**config.mk**
```make
export PLATFORM = sky130hd
export DESIGN_NAME = pipe_hazard_ctrl
export DESIGN_NICKNAME = d
export VERILOG_FILES = /design/src/rtl/pipe_hazard_ctrl.sv
export SDC_FILE = /design/constraint.sdc
export NUM_CORES = 1
export LEC_CHECK = 0
export CORE_MARGIN = 2
export CORE_UTILIZATION = 45
export CTS_BUF_LIST = sky130_fd_sc_hd__clkbuf_16
export DETAILED_ROUTE_END_ITERATION = 8
export PLACE_DENSITY = 0.7
export SLEW_MARGIN = 0
export SYNTH_ARGS = -nofsm -noshare
export SYNTH_HDL_FRONTEND = slang
export SYNTH_SLANG_ARGS = --single-unit
```
**constraint.sdc**
```tcl
create_clock -name clk -period 2.6 [get_ports clk]
set_input_delay 0.52 -clock clk [delete_from_list [all_inputs] [get_ports clk]]
set_output_delay 0.52 -clock clk [all_outputs]
set_load 0.005 [all_outputs]
```
**src/rtl/pipe_hazard_ctrl.sv**
```systemverilog
// pipe_hazard_ctrl
// Central stall/flush sequencer for the 5-stage 16-bit pipeline.
// It arbitrates the single SRAM bus between instruction fetch and MEM-stage
// data accesses, resolves load-use and taken-branch hazards, and counts the
// cycles in which the pc is held.
//
// Parameters:
//   MEM_WAIT    cycles a MEM-stage data access occupies the SRAM bus (1..15)
//   CNT_W       width of the stall performance counter
//
// Ports:
//   clk          system clock, rising edge
//   rst          asynchronous reset, active low
//   mem_req      MEM-stage instruction accesses data memory
//   id_load_use  ID instruction sources the register loaded by EX
//   id_branch    branch taken, resolved in ID
//   cnt_clr      synchronous clear of stall_cnt
//   stall        per-register hold: [0] pc [1] if_id [2] id_ex [3] ex_mem [4] mem_wb
//   if_id_flush  load NOP into if_id this edge
//   id_ex_flush  load bubble into id_ex this edge
//   mem_wb_flush load bubble into mem_wb this edge
//   bus_grant    0 = IF owns SRAM, 1 = MEM owns SRAM
//   busy         access state machine is not idle
//   stall_cnt    saturating count of cycles with stall[0]=1
module pipe_hazard_ctrl #(
  parameter int MEM_WAIT = 2,
  parameter int CNT_W    = 16
) (
  input  logic             clk,
  input  logic             rst,
  input  logic             mem_req,
  input  logic             id_load_use,
  input  logic             id_branch,
  input  logic             cnt_clr,
  output logic [4:0]       stall,
  output logic             if_id_flush,
  output logic             id_ex_flush,
  output logic             mem_wb_flush,
  output logic             bus_grant,
  output logic             busy,
  output logic [CNT_W-1:0] stall_cnt
);

  localparam logic [0:0] S_IDLE = 1'b0;
  localparam logic [0:0] S_MEMW = 1'b1;

  // The first HOLD cycle is spent in IDLE and the LAST cycle is spent at
  // wc=0, so the counter starts two below the total access length.
  localparam logic [3:0] WC_INIT = (MEM_WAIT > 1) ? 4'(MEM_WAIT - 2) : 4'd0;

  localparam logic [CNT_W-1:0] CNT_ONE = {{(CNT_W-1){1'b0}}, 1'b1};

  logic [0:0] state;
  logic [0:0] next_state;
  logic [3:0] wc;
  logic [3:0] next_wc;

  // Outputs are decoded combinationally from the current state and inputs
  // so each hold/flush takes effect on the very edge that ends this cycle.
  // Everything is forced low while reset is asserted so an access in
  // progress releases the bus immediately.
  always_comb begin
    next_state   = state;
    next_wc      = wc;
    stall        = 5'b00000;
    if_id_flush  = 1'b0;
    id_ex_flush  = 1'b0;
    mem_wb_flush = 1'b0;
    bus_grant    = 1'b0;
    busy         = 1'b0;

    case (state)
      S_IDLE: begin
        if (mem_req) begin
          bus_grant = 1'b1;
          if (MEM_WAIT == 1) begin
            stall       = 5'b00011;
            id_ex_flush = 1'b1;
          end else begin
            stall        = 5'b01111;
            mem_wb_flush = 1'b1;
            next_state   = S_MEMW;
            next_wc      = WC_INIT;
          end
        end else if (id_load_use) begin
          stall       = 5'b00011;
          id_ex_flush = 1'b1;
        end else if (id_branch) begin
          if_id_flush = 1'b1;
        end
      end

      S_MEMW: begin
        busy = 1'b1;
        // A dropped request mid-access is a protocol violation: release
        // everything and fall back to IDLE rather than hold the pipe.
        if (!mem_req) begin
          next_state = S_IDLE;
          next_wc    = 4'd0;
        end else if (wc != 4'd0) begin
          stall        = 5'b01111;
          mem_wb_flush = 1'b1;
          bus_grant    = 1'b1;
          next_wc      = wc - 4'd1;
        end else begin
          stall       = 5'b00011;
          id_ex_flush = 1'b1;
          bus_grant   = 1'b1;
          next_state  = S_IDLE;
        end
      end

      default: begin
        next_state = S_IDLE;
        next_wc    = 4'd0;
      end
    endcase

    if (!rst) begin
      stall        = 5'b00000;
      if_id_flush  = 1'b0;
      id_ex_flush  = 1'b0;
      mem_wb_flush = 1'b0;
      bus_grant    = 1'b0;
      busy         = 1'b0;
    end
  end

  always_ff @(posedge clk or negedge rst) begin
    if (!rst) begin
      state <= S_IDLE;
      wc    <= 4'd0;
    end else begin
      state <= next_state;
      wc    <= next_wc;
    end
  end

  // Clear wins over increment; the counter sticks at all-ones.
  always_ff @(posedge clk or negedge rst) begin
    if (!rst) begin
      stall_cnt <= '0;
    end else if (cnt_clr) begin
      stall_cnt <= '0;
    end else if (stall[0] && (stall_cnt != {CNT_W{1'b1}})) begin
      stall_cnt <= stall_cnt + CNT_ONE;
    end
  end

endmodule

```
=== Word-level counts from Yosys, hierarchy flattened ===
Cells that the tools add are included.

* $add $sub $neg: 2
* Reduce and logical (&&, ||, !) cells: 4
* Eq/ne operators: 3
* Muxes and demuxes: 31
* Bitwise gates (word level): 1

{| class="wikitable"
|+ Operator list
! kind !! number
|-
| $mux W16 || 2
|-
| $mux W4 || 6
|-
| $mux W1 || 17
|-
| $add A16 B1 Y16 const B || 1
|-
| $ne A16 B16 Y1 const B || 1
|-
| $pmux W5 S2 || 1
|-
| $pmux W4 S2 || 1
|-
| $mux W5 || 1
|-
| $pmux W1 S2 || 2
|-
| $reduce_bool A4 Y1 || 1
|-
| $sub A4 B1 Y4 const B || 1
|-
| $ne A3 B2 Y1 const B || 1
|-
| $mux W2 || 1
|-
| $ne A2 B2 Y1 const B || 1
|-
| $reduce_and A2 Y1 || 1
|-
| $reduce_bool A2 Y1 || 1
|-
| $logic_and A1 B1 Y1 || 1
|-
| $not A1 Y1 || 1
|}

* Word-level logic and storage cells: 44
* Flip-flop bits (word level): 21

=== Longest topological paths before layout ===
Gate-level depths: netlist (run 1).

* Depth in word-level cells: 8
* Depth in mapped cells: 6

=== Worst setup path after synthesis (run 1) ===
OpenSTA, ideal clock, no wires.

* Path type: reg-to-output
* Start: register wc[0]
* End: output port id_ex_flush
* Buffers on the path: 0
* Data required time: 2.080 ns
* Setup slack: 0.696 ns
* Arrival time: 1.384 ns
* Stages on the path, launching flop included: 6
* Cell sequence: dfrtp_1 > inv_1 > ha_1 > or3b_2 > o21ai_0 > and2_1

* Cells in the longest elaborated chain, start to end: 5

{| class="wikitable"
|+ Ends and longest elaborated chain
! item !! line !! RTL
|-
| from (decl) || 55 || <nowiki>logic [3:0] wc;</nowiki>
|-
| from (signal assigned) || 135 || <nowiki>wc <= next_wc;</nowiki>
|-
| $reduce_bool A4 Y1 || 100 || <nowiki>end else if (wc != 4'd0) begin</nowiki>
|-
| $mux W1 || 100 ||
|-
| $mux W1 || 97 || <nowiki>if (!mem_req) begin</nowiki>
|-
| $pmux W1 S2 || 72 || <nowiki>case (state)</nowiki>
|-
| $mux W1 || 119 || <nowiki>if (!rst) begin</nowiki>
|-
| to (decl) || 37 || <nowiki>output logic id_ex_flush,</nowiki>
|}

Every way passes these cells.

=== Final worst setup path (run 1) ===
* Start: input port mem_req
* End: output port stall[2]

* Cells in the longest elaborated chain, start to end: 3
* Elaborated cells on any way between the ends: 4
* Those cells by class: mux (4)

{| class="wikitable"
|+ Ends and longest elaborated chain
! item !! line !! RTL
|-
| from (decl) || 31 || <nowiki>input logic mem_req,</nowiki>
|-
| $mux W4 (on tied branches) || 97, 74 ||
|-
| $pmux W5 S2 (*) || 72 ||
|-
| $mux W5 (*) || 119 ||
|-
| to (decl) || 35 || <nowiki>output logic [4:0] stall,</nowiki>
|}

Mark *: on every way between the ends. The rest lies on a longest branch, timed or not. The select of a mux whose other input is x is not followed.

==> reports/metrics.cfg, run 1 <==
[run_status]
status = complete, no violations

[clocking]
post_cts_buffers = 0
clock-sinks = 21
hold_buffers = 0
tritoncts = yes
cts_buffer_depth = 2
h-tree-depth = 1
cts_buffers = 3
clk_pin_slew_ns = 0.06
cts_resized = 7
clock_latency_ns = 0.26
cts_root_buf = clkbuf_16

[global_routing]
grt_util_met1_pct = 28.5
grt_max_degree = 21
grt.busiest_layer = met2
grt_util_all_layers_pct = 22.5
met2_usage_pct = 35.5
grt_pass1_vias = 1276
grt_overflow = 0
antenna_found_initial = 0
grt_first_pass_wirelength_mm = 5.87
use_met3_pct = 5.46

[synthesis]
avgSynthCellArea_um2 = 9.48
syn-num-nets = 155
synth-seq-area-share_pct = 38.0
yosysTopAreaCell = dfrtp_1
syn_inst = 146
synth-warning-count = 0
ys_types = 48
ys_ff_latch = 21
synth-edff-count = 0
synth_area_um2 = 1380
synth_top_area_share_pct = 38.0
postSynth.asyncResetShare_pct = 100
synth_flop_cell = dfrtp_1
synthTopCellsByArea = dfrtp_1, o21ai_0, a21oi_1

[routing]
post_drt_wl_per_cell_um = 16.3
viasPerCell = 6.14
drt_iter0_drc = 58
first_pass_iters = 4
routed_wirelength_mm = 3.47
via_count = 1308
drc = 0
detail-route-antenna-nets = 0

[layout]
num-fill-cells = 272
postLayoutCoreUtil_pct = 60.7
diodes = 0
drive_gt1_share_pct = 17.8
stdcell_count = 213
syn2layout_area_growth_pct = 30.6
fin_nets = 190

[floorplanning]
die_area_um2 = 3530
coreArea_um2 = 2980
io-pin-count = 32
die_h_um = 59.5
rows = 20
start_util_pct = 46.5
die_w_um = 59.5

[min_path]
worstHoldStart = wc[0]
hold_class = flop to flop

[placed_design]
dp_cells = 209
place_congestion = 0.843
place_hpwl_mm = 2.53
io_buffers = 30

[setup_path]
arrival_ns = 1.99
cp-start-kind = input port
critPathKind = input port to primary output
required_ns = 2.08
crit_fanout = 4
cp-end-kind = primary output
r2r-start = stall_cnt[0]
reg2reg_setup_slack_ns = 0.56
crit_start = mem_req

[sta]
timing.slew.headroom_pct = 49.0
drv_slew = 0
tns_ns = 0
clock_skew_ns = 0.00320
grt_setup_unrepaired = no
finalHoldViolations = 0
finalCritPeriodShare_pct = 96.5
fmax_ghz = 0.399
tightest_slew_ns = 0.759
min_period_ns = 2.51
setup_viol = 0

[pwr]
irDropWorstVdd_v = 0.000223
power_density_nw_per_um2 = 414
cellLeakagePower_uw = 0.000711

[flow_run]
drv_cap = 0

power by group:
part | switching, µW | total, µW | internal [µW]
clock | 127 | 334 | 207
sequential | 5.34 | 335 | 330
combinational | 39.6 | 78.1 | 38.5
critical path, cell delays in order:
cell and delay, ns:
clkdlybuf4s50_1 0.53, and2_1 0.16, a21boi_1 0.24, clkdlybuf4s50_1 0.54
layout make-up:
cell class	instances	area [µm²]	area share [%]
clock inverters	1	5.00	0.277
well taps	33	41.3	2.29
flip-flops and latches	21	526	29.1
clock buffers	3	75.1	4.16
multi-input cells	112	778	43.1
inverters	5	18.8	1.04
repair buffers	38	363	20.1
final timing paths:
path                            cells past startpoint             to
min in group asynchronous                           2   stall_cnt[2]
max in group asynchronous                           3   stall_cnt[8]
worst min-delay path                                2          wc[0]
worst max register to register                      5  stall_cnt[11]
worst min register to register                      2          wc[0]
worst max-delay path                                4       stall[2]
Yosys cell counts (all sizes together) (2+ instances only):
| cell type | instances |
|---|---|
| a21oi | 8 |
| o31ai | 4 |
| or3 | 3 |
| inv | 5 |
| and4 | 2 |
| nor2 | 5 |
| o311ai | 2 |
| nand4 | 7 |
| ha | 3 |
| and3 | 2 |
| dfrtp | 21 |
| nor2b | 2 |
| or4 | 4 |
| and2 | 6 |
| o21a | 4 |
| o21ai | 11 |
| buf | 7 |
| nand2 | 10 |
| o31a | 4 |
| nand3 | 7 |
| nor3 | 4 |
| nor4 | 7 |
| o41ai | 2 |
| a21boi | 2 |
| mux2 | 2 |
stage by stage:
step           area (µm²)  worst slack [ns]  power [µW]  hold WS, ns
6_report             1810            0.0921         748        0.524
5_1_grt              1810           0.00508         778        0.587
4_1_cts              1800            0.0547         751        0.533
3_5_place_dp         1720         -0.000120         419        0.502
3_3_place_gp         1720            0.0624         418        0.487
2_1_floorplan        1380             0.696         374        0.224
flip-flops by register name (all words and copies together) (netlist names):
| name | cells |
|---|---|
| stall_cnt | 16 |
| state | 1 |
| wc | 4 |
cell usage in the layout, fill, tap and decap left out, types with 4 or more instances in the layout:
cell	synthesis	routed
nand4_1	6	6
buf_4	4	7
nand2_1	10	10
o31ai_1	4	4
clkdlybuf4s50_1	0	29
nor2_1	5	5
dfrtp_1	21	21
and2_1	5	5
nand3_1	7	7
o21a_1	4	4
or4_1	4	4
nor3_1	4	4
nor4_1	5	5
a21oi_1	8	8
o21ai_0	10	9
cell families (layout without fill, tap and decap cells):
family | Yosys count | after routing | synth area share [%]
buffers and inverters | 13 | 47 | 6.15
adder cells (fa/ha/maj) | 3 | 3 | 2.71
AO/OA/AOI/OAI | 40 | 40 | 20.6
flip-flops | 21 | 21 | 38.0
other | 1 | 1 | 0.271
AND/OR/NAND/NOR | 65 | 65 | 30.0
multiplexers | 2 | 2 | 1.63
XOR/XNOR | 1 | 1 | 0.633
routing by layer:
metal  vias up  share of wire (%)  routed length, µm
met5         -                  0                  0
li1        627                  -                  -
met1       644                 45               1580
met3         6                4.4                151
met2        31                 48               1680
met4         0                1.7                 59
Note: power is estimated with default switching activity, not from simulation.
==> inputs of run 2 (changes only) <==
--- a/config.mk
+++ b/config.mk
@@ -9,7 +9,9 @@
 export CORE_UTILIZATION = 45
 export CTS_BUF_LIST = sky130_fd_sc_hd__clkbuf_16
 export DETAILED_ROUTE_END_ITERATION = 8
-export PLACE_DENSITY = 0.7
+export DONT_BUFFER_PORTS = 1
+export PLACE_DENSITY = 0.57
+export SETUP_SLACK_MARGIN = 0.2
 export SLEW_MARGIN = 0
 export SYNTH_ARGS = -nofsm -noshare
 export SYNTH_HDL_FRONTEND = slang
==> run 2 against run 1 <==
Against the previous run: clock skew is 0.0015 ns lower; routed wire length shrank 11%; register-to-register slack improved by 0.07 ns; die area stayed put; non-clock buffer count down 36; power decreased by 7.1%; final cell count decreased by 17%; critical path type is now flop to primary output; highest routed layer unchanged.
==> reports/metrics.cfg, run 2 (synthesized netlist as in run 1, its figures left out) <==
[run_status]
status = complete, no violations

[sta]
fmax_ghz = 0.439  ; +10%
setup_viol = 0  ; unchanged
finalCritPeriodShare_pct = 87.6  ; -8.9 points
tns_ns = 0  ; unchanged
tightest_slew_ns = 0.985  ; +0.226 ns
timing.slew.headroom_pct = 34.1  ; -15 points
drv_slew = 0  ; unchanged
grt_setup_unrepaired = no
finalHoldViolations = 0  ; unchanged
min_period_ns = 2.28  ; -0.230 ns
clock_skew_ns = 0.00167  ; -0.00153 ns
whs_ns = 0.326  ; -0.198 ns

[setup_path]
reg2reg_setup_slack_ns = 0.63  ; +0.07 ns
cp_slowest_cell = or3b_2
cp-end-kind = primary output
critPathKind = flop to primary output
r2r_cells = 5  ; unchanged
cpPeakStageDelay_ns = 0.50  ; -0.04 ns
r2r-end = stall_cnt[11]
crit_fanout = 4  ; unchanged
r2r-start = stall_cnt[0]
arrival_ns = 1.76  ; -0.23 ns
crit_buf_inv = 1  ; -1
path_cells = inv_2 -> ha_1 -> or3b_2 -> o21ai_0 -> and2_1
cp_top_family = simple AND/OR/NAND/NOR gates
required_ns = 2.08  ; about the same
cp-start-kind = flop

[floorplanning]
rows = 20  ; unchanged
die_h_um = 59.5  ; unchanged
start_util_pct = 46.5  ; unchanged
die_area_um2 = 3530  ; unchanged
die_w_um = 59.5  ; unchanged
io-pin-count = 32  ; unchanged
coreArea_um2 = 2980  ; unchanged

[clocking]
post_cts_buffers = 0  ; unchanged
cts_root_buf = clkbuf_16
clk_pin_slew_ns = 0.06  ; about the same
clock_latency_ns = 0.25  ; about the same
clock-sinks = 21  ; unchanged
cts_buffer_depth = 2  ; unchanged
cts_buffers = 3  ; unchanged
tritoncts = yes
h-tree-depth = 1  ; unchanged

[layout]
layout_common_cells = dfrtp_1, nand2_1, o21ai_0, a21oi_1, nand3_1
finish.instance_area_um2 = 1460  ; -19%
final_common_cell = dfrtp_1
drive_gt1_share_pct = 15.3  ; -2.5 points
largest_registers = stall_cnt (16), wc (4), state (1)
fin_nets = 154  ; -19%
diodes = 0  ; unchanged
postLayoutCoreUtil_pct = 48.9  ; -12 points
syn2layout_area_growth_pct = 5.15
largest_reg_flops = 16  ; unchanged
regMostFlops = stall_cnt

[global_routing]
grt_util_all_layers_pct = 19.9  ; -2.5 points
grt_first_pass_wirelength_mm = 5.33  ; -9.2%
antenna_found_initial = 0  ; unchanged
grt_overflow = 0  ; unchanged
grt_max_degree = 22  ; +4.8%
grt_pass1_vias = 1138  ; -11%

[pwr]
power_density_nw_per_um2 = 477  ; +15%
irDropWorstVdd_v = 0.000308  ; +38%
cellLeakagePower_uw = 0.000573  ; -19%
power_uw = 695  ; -7.1%

[routing]
viasPerCell = 6.43  ; +4.7%
post_drt_wl_per_cell_um = 17.4  ; +6.6%
via_count = 1138  ; -13%
first_pass_iters = 4  ; unchanged
drt_iter0_drc = 68  ; +17%
drc = 0  ; unchanged
routed_wirelength_mm = 3.07  ; -11%
detail-route-antenna-nets = 0  ; unchanged

[placed_design]
place_hpwl_mm = 2.23  ; -12%
place_area_um2 = 1370  ; -21%
place_congestion = 0.838  ; -0.69%
io_buffers = 0  ; -100%

[flow_run]
drv_cap = 0  ; unchanged

[min_path]
worstHoldStart = cnt_clr
hold_class = input port to flop
hold_depth = 1  ; -1
hold_path_end = stall_cnt[13]

==> run 2: routing by layer <==
layer | wire, µm | GRT usage [%]
met1 | 1390 | 25.3
met2 | 1500 | 32.7
met3 | 160 | 4.15
met4 | 15 | 8.44
met5 | 0 | 0
==> run 2: repair_timing <==
| action | in CTS | in global routing |
|---|---|---|
| endpoints found under the hold margin | 21 | 0 |
| hold buffers | 1 | 0 |
| setup endpoints to repair | 0 | 1 |
| resized for setup | 0 | 1 |
==> run 2: layout make-up <==
class | count | area [µm²]
Clock buffer | 3 | 75.1
Clock inverter | 1 | 3.75
Fill cell | 298 | 1520
Inverter | 5 | 18.8
Multi-Input combinational cell | 112 | 773
Sequential cell | 21 | 526
Tap cell | 33 | 41.3
Timing Repair Buffer | 2 | 17.5
==> run 2: metrics by stage <==
stage          setup WS (ns)  cells
5_1_grt                0.230    177
6_report               0.322    177
3_3_place_gp           0.628    172
4_1_cts                0.275    177
3_5_place_dp           0.553    172
2_1_floorplan          0.696    146
==> run 2: how the worst max path moves through the flow <==
stage | cells after the start | endpoint | from | slack (ns)
detailed placement | 5 | id_ex_flush | wc[0] | 0.55
CTS | 5 | id_ex_flush | wc[0] | 0.27
global placement | 5 | id_ex_flush | wc[0] | 0.63
floorplan | 5 | id_ex_flush | wc[0] | 0.70
finish | 5 | id_ex_flush | wc[0] | 0.32
global route | 5 | id_ex_flush | wc[0] | 0.23
==> run 2: worst reg2reg max path, stage by stage (launching register included) <==
cell and delay [ns]:
dfrtp_1 0.45, ha_1 0.24, nand4_1 0.14, nor4_4 0.69
o311ai_0 0.23, o41ai_1 0.10
==> run 2: report_power, final <==
part           switching [µW]  internal (µW)  leakage (µW)
Sequential               5.37            330      0.000291
Clock                     116            205     0.0000423
Combinational            26.8           11.8      0.000239
Total                     148            547      0.000573
==> inputs of run 3 (changes only) <==
--- a/config.mk
+++ b/config.mk
@@ -9,8 +9,7 @@
 export CORE_UTILIZATION = 45
 export CTS_BUF_LIST = sky130_fd_sc_hd__clkbuf_16
 export DETAILED_ROUTE_END_ITERATION = 8
-export DONT_BUFFER_PORTS = 1
-export PLACE_DENSITY = 0.57
+export PLACE_DENSITY = 0.73
 export SETUP_SLACK_MARGIN = 0.2
 export SLEW_MARGIN = 0
 export SYNTH_ARGS = -nofsm -noshare
==> run 3 against run 2 <==
Against the previous run: non-clock buffer count rose by 43; final cell count rose by 24%; maximum frequency fell by 1.5%; final area rose by 29%; clock-buffer cell count did not move; clock power barely moved; setup slack got worse by 0.034 ns; combinational power rose by 110%; sequential share of layout area fell by 8.0 points; utilization rose by 14 points; critical path depth rose by 1; routed wire length rose by 9.3%; largest cell class unchanged.
==> reports/metrics.cfg, run 3 (synthesized netlist as in run 1, its figures left out) <==
[pwr]
combPwrFrac_pct = 11.1  ; +5.5 points
seq_power_share_pct = 45.4  ; -2.9 points
netSwitchingPower_uw = 164  ; +11%
power_uw = 741  ; +6.6%
internal_power_uw = 577  ; +5.5%
power_density_nw_per_um2 = 396  ; -17%
cellLeakagePower_uw = 0.000785  ; +37%
swShare_pct = 22.1  ; +0.81 points
irDropWorstVdd_v = 0.000250  ; -19%
pwr-share-clk_pct = 43.5  ; -2.7 points

[routing]
routed_wirelength_mm = 3.36  ; +9.3%
drc = 0  ; unchanged
viasPerCell = 6.03  ; -6.2%
drt_iter0_drc = 33  ; -51%
post_drt_wl_per_cell_um = 15.3  ; -12%
via_count = 1327  ; +17%
first_pass_iters = 4  ; unchanged
detail-route-antenna-nets = 0  ; unchanged

[run_status]
status = complete, no violations

[floorplanning]
die_w_um = 59.5  ; unchanged
rows = 20  ; unchanged
start_util_pct = 46.5  ; unchanged
die_area_um2 = 3530  ; unchanged
die_h_um = 59.5  ; unchanged
coreArea_um2 = 2980  ; unchanged
io-pin-count = 32  ; unchanged

[clocking]
cts_buffer_depth = 2  ; unchanged
tritoncts = yes
clock_latency_ns = 0.25  ; about the same
hold_buffers = 0  ; -1
clk_pin_slew_ns = 0.06  ; about the same
h-tree-depth = 1  ; unchanged
clock-sinks = 21  ; unchanged
cts_root_buf = clkbuf_16
cts_buffers = 3  ; unchanged

[flow_run]
drv_cap = 0  ; unchanged

[layout]
drive_gt1_share_pct = 21.4  ; +6.1 points
diodes = 0  ; unchanged
layout_common_cells = clkdlybuf4s50_1, dfrtp_1, buf_4, nand2_1, o21ai_0
final_common_cell = clkdlybuf4s50_1
regMostFlops = stall_cnt
largest_reg_flops = 16  ; unchanged
syn2layout_area_growth_pct = 35.3
fin_nets = 197  ; +28%
num-fill-cells = 264  ; -11%
largest_registers = stall_cnt (16), wc (4), state (1)
postLayoutCoreUtil_pct = 62.9  ; +14 points

[setup_path]
cp-end-kind = primary output
cp-start-kind = flop
crit_fanout = 3  ; -1
cp_num_cells = 6  ; +1
cp_top_family = buffers and inverters
required_ns = 2.08  ; about the same
critPathKind = flop to primary output
arrival_ns = 1.79  ; +0.03 ns
path_cells = inv_1 -> ha_2 -> nor3b_1 -> a21boi_2 -> buf_4 -> dlygate4sd2_1
crit_buf_inv = 3  ; +2
r2r_cells = 5  ; unchanged
cpPeakStageDelay_ns = 0.38  ; -0.12 ns
reg2reg_setup_slack_ns = 0.55  ; -0.08 ns
cp_slowest_cell = nor3b_1

[placed_design]
place_congestion = 0.808  ; -3.5%
place_hpwl_mm = 2.45  ; +9.6%
io_buffers = 30  ; +30
post-place-ws_ns = -0.0418  ; -0.595 ns

[global_routing]
grt_max_degree = 22  ; unchanged
grt_overflow = 0  ; unchanged
grt_pass1_vias = 1314  ; +15%
grt_first_pass_wirelength_mm = 5.73  ; +7.5%
antenna_found_initial = 0  ; unchanged
grt_util_all_layers_pct = 21.2  ; +1.3 points

[sta]
finalCritPeriodShare_pct = 88.9  ; +1.3 points
whs_ns = 0.225  ; -0.101 ns
timing.slew.headroom_pct = 49.6  ; +16 points
finalHoldViolations = 0  ; unchanged
grt_setup_unrepaired = no
tightest_slew_ns = 0.750  ; -0.235 ns
clock_skew_ns = 0.00186  ; +0.000183 ns
fmax_ghz = 0.433  ; -1.5%
min_period_ns = 2.31  ; +0.0340 ns
drv_slew = 0  ; unchanged
setup_viol = 0  ; unchanged
fin_ws_ns = 0.288  ; -0.0340 ns

[min_path]
hold_class = input port to asynchronous set/reset pin

-- run 3: cell types whose count changed in the layout (fill, tap and decap cells not counted), sizes merged --
cell	previous run	this run
dlymetal6s2s	0	3
dlygate4sd2	0	4
buf	1	15
clkdlybuf4s50	0	23
dlygate4sd3	1	0
-- run 3: worst reg2reg max path, stage by stage (launching register included) --
cell and delay [ns]:
dfrtp_1 0.46, ha_1 0.25, nand4_1 0.15, nor4_4 0.73, o311ai_0 0.25, o41ai_1 0.10
-- run 3: worst paths after layout --
check / startpoint / end
setup / recovery: wc[1] / stall[2]
max in group asynchronous: rst / stall_cnt[1]
min in group clk: wc[2] / wc[2]
hold / removal: rst / state
setup reg to reg: stall_cnt[0] / stall_cnt[11]
hold reg to reg: wc[2] / wc[2]
-- run 3: what timing repair did --
| item | in CTS | in global routing |
|---|---|---|
| cloned | 0 | 0 |
| gates resized for setup | 13 | 4 |
| pin swaps | 0 | 2 |
| endpoints found under the setup margin | 7 | 3 |
| setup buffers | 5 | 2 |
-- run 3: layout make-up --
class                   instances  area (µm²)  area share (%)
multi-input cells             112         785            41.9
well taps                      33        41.3            2.21
repair buffers                 45         423            22.6
flip-flops and latches         21         526            28.1
clock buffers                   3        75.1            4.01
clock inverters                 1        3.75           0.201
inverters                       5        18.8            1.00
-- run 3: power groups by stage --
stage	combinational, µW	sequential (µW)	clock [µW]
after floorplan	33.7	340	0
after global placement	76.7	341	0
after detailed placement	78.5	341	0
after CTS	80.7	336	333
after global routing	91.3	337	337
final	82.5	336	322
-- run 3: stage by stage --
step	cells	setup TNS [ns]	area, µm²
detailed placement	209	-0.101	1720
finish	220	0	1870
global route	220	0	1870
floorplan	146	0	1380
global placement	209	0	1720
CTS	218	0	1850
-- run 3: metal layers --
| metal | routed length [µm] | up-vias | track usage (%) |
|---|---|---|---|
| met2 | 1660 | 41 | 37.4 |
| met3 | 149 | 7 | 2.40 |
| li1 | - | 641 | - |
| met5 | 0 | - | 0 |
| met1 | 1480 | 638 | 26.3 |
| met4 | 63 | 0 | 8.12 |
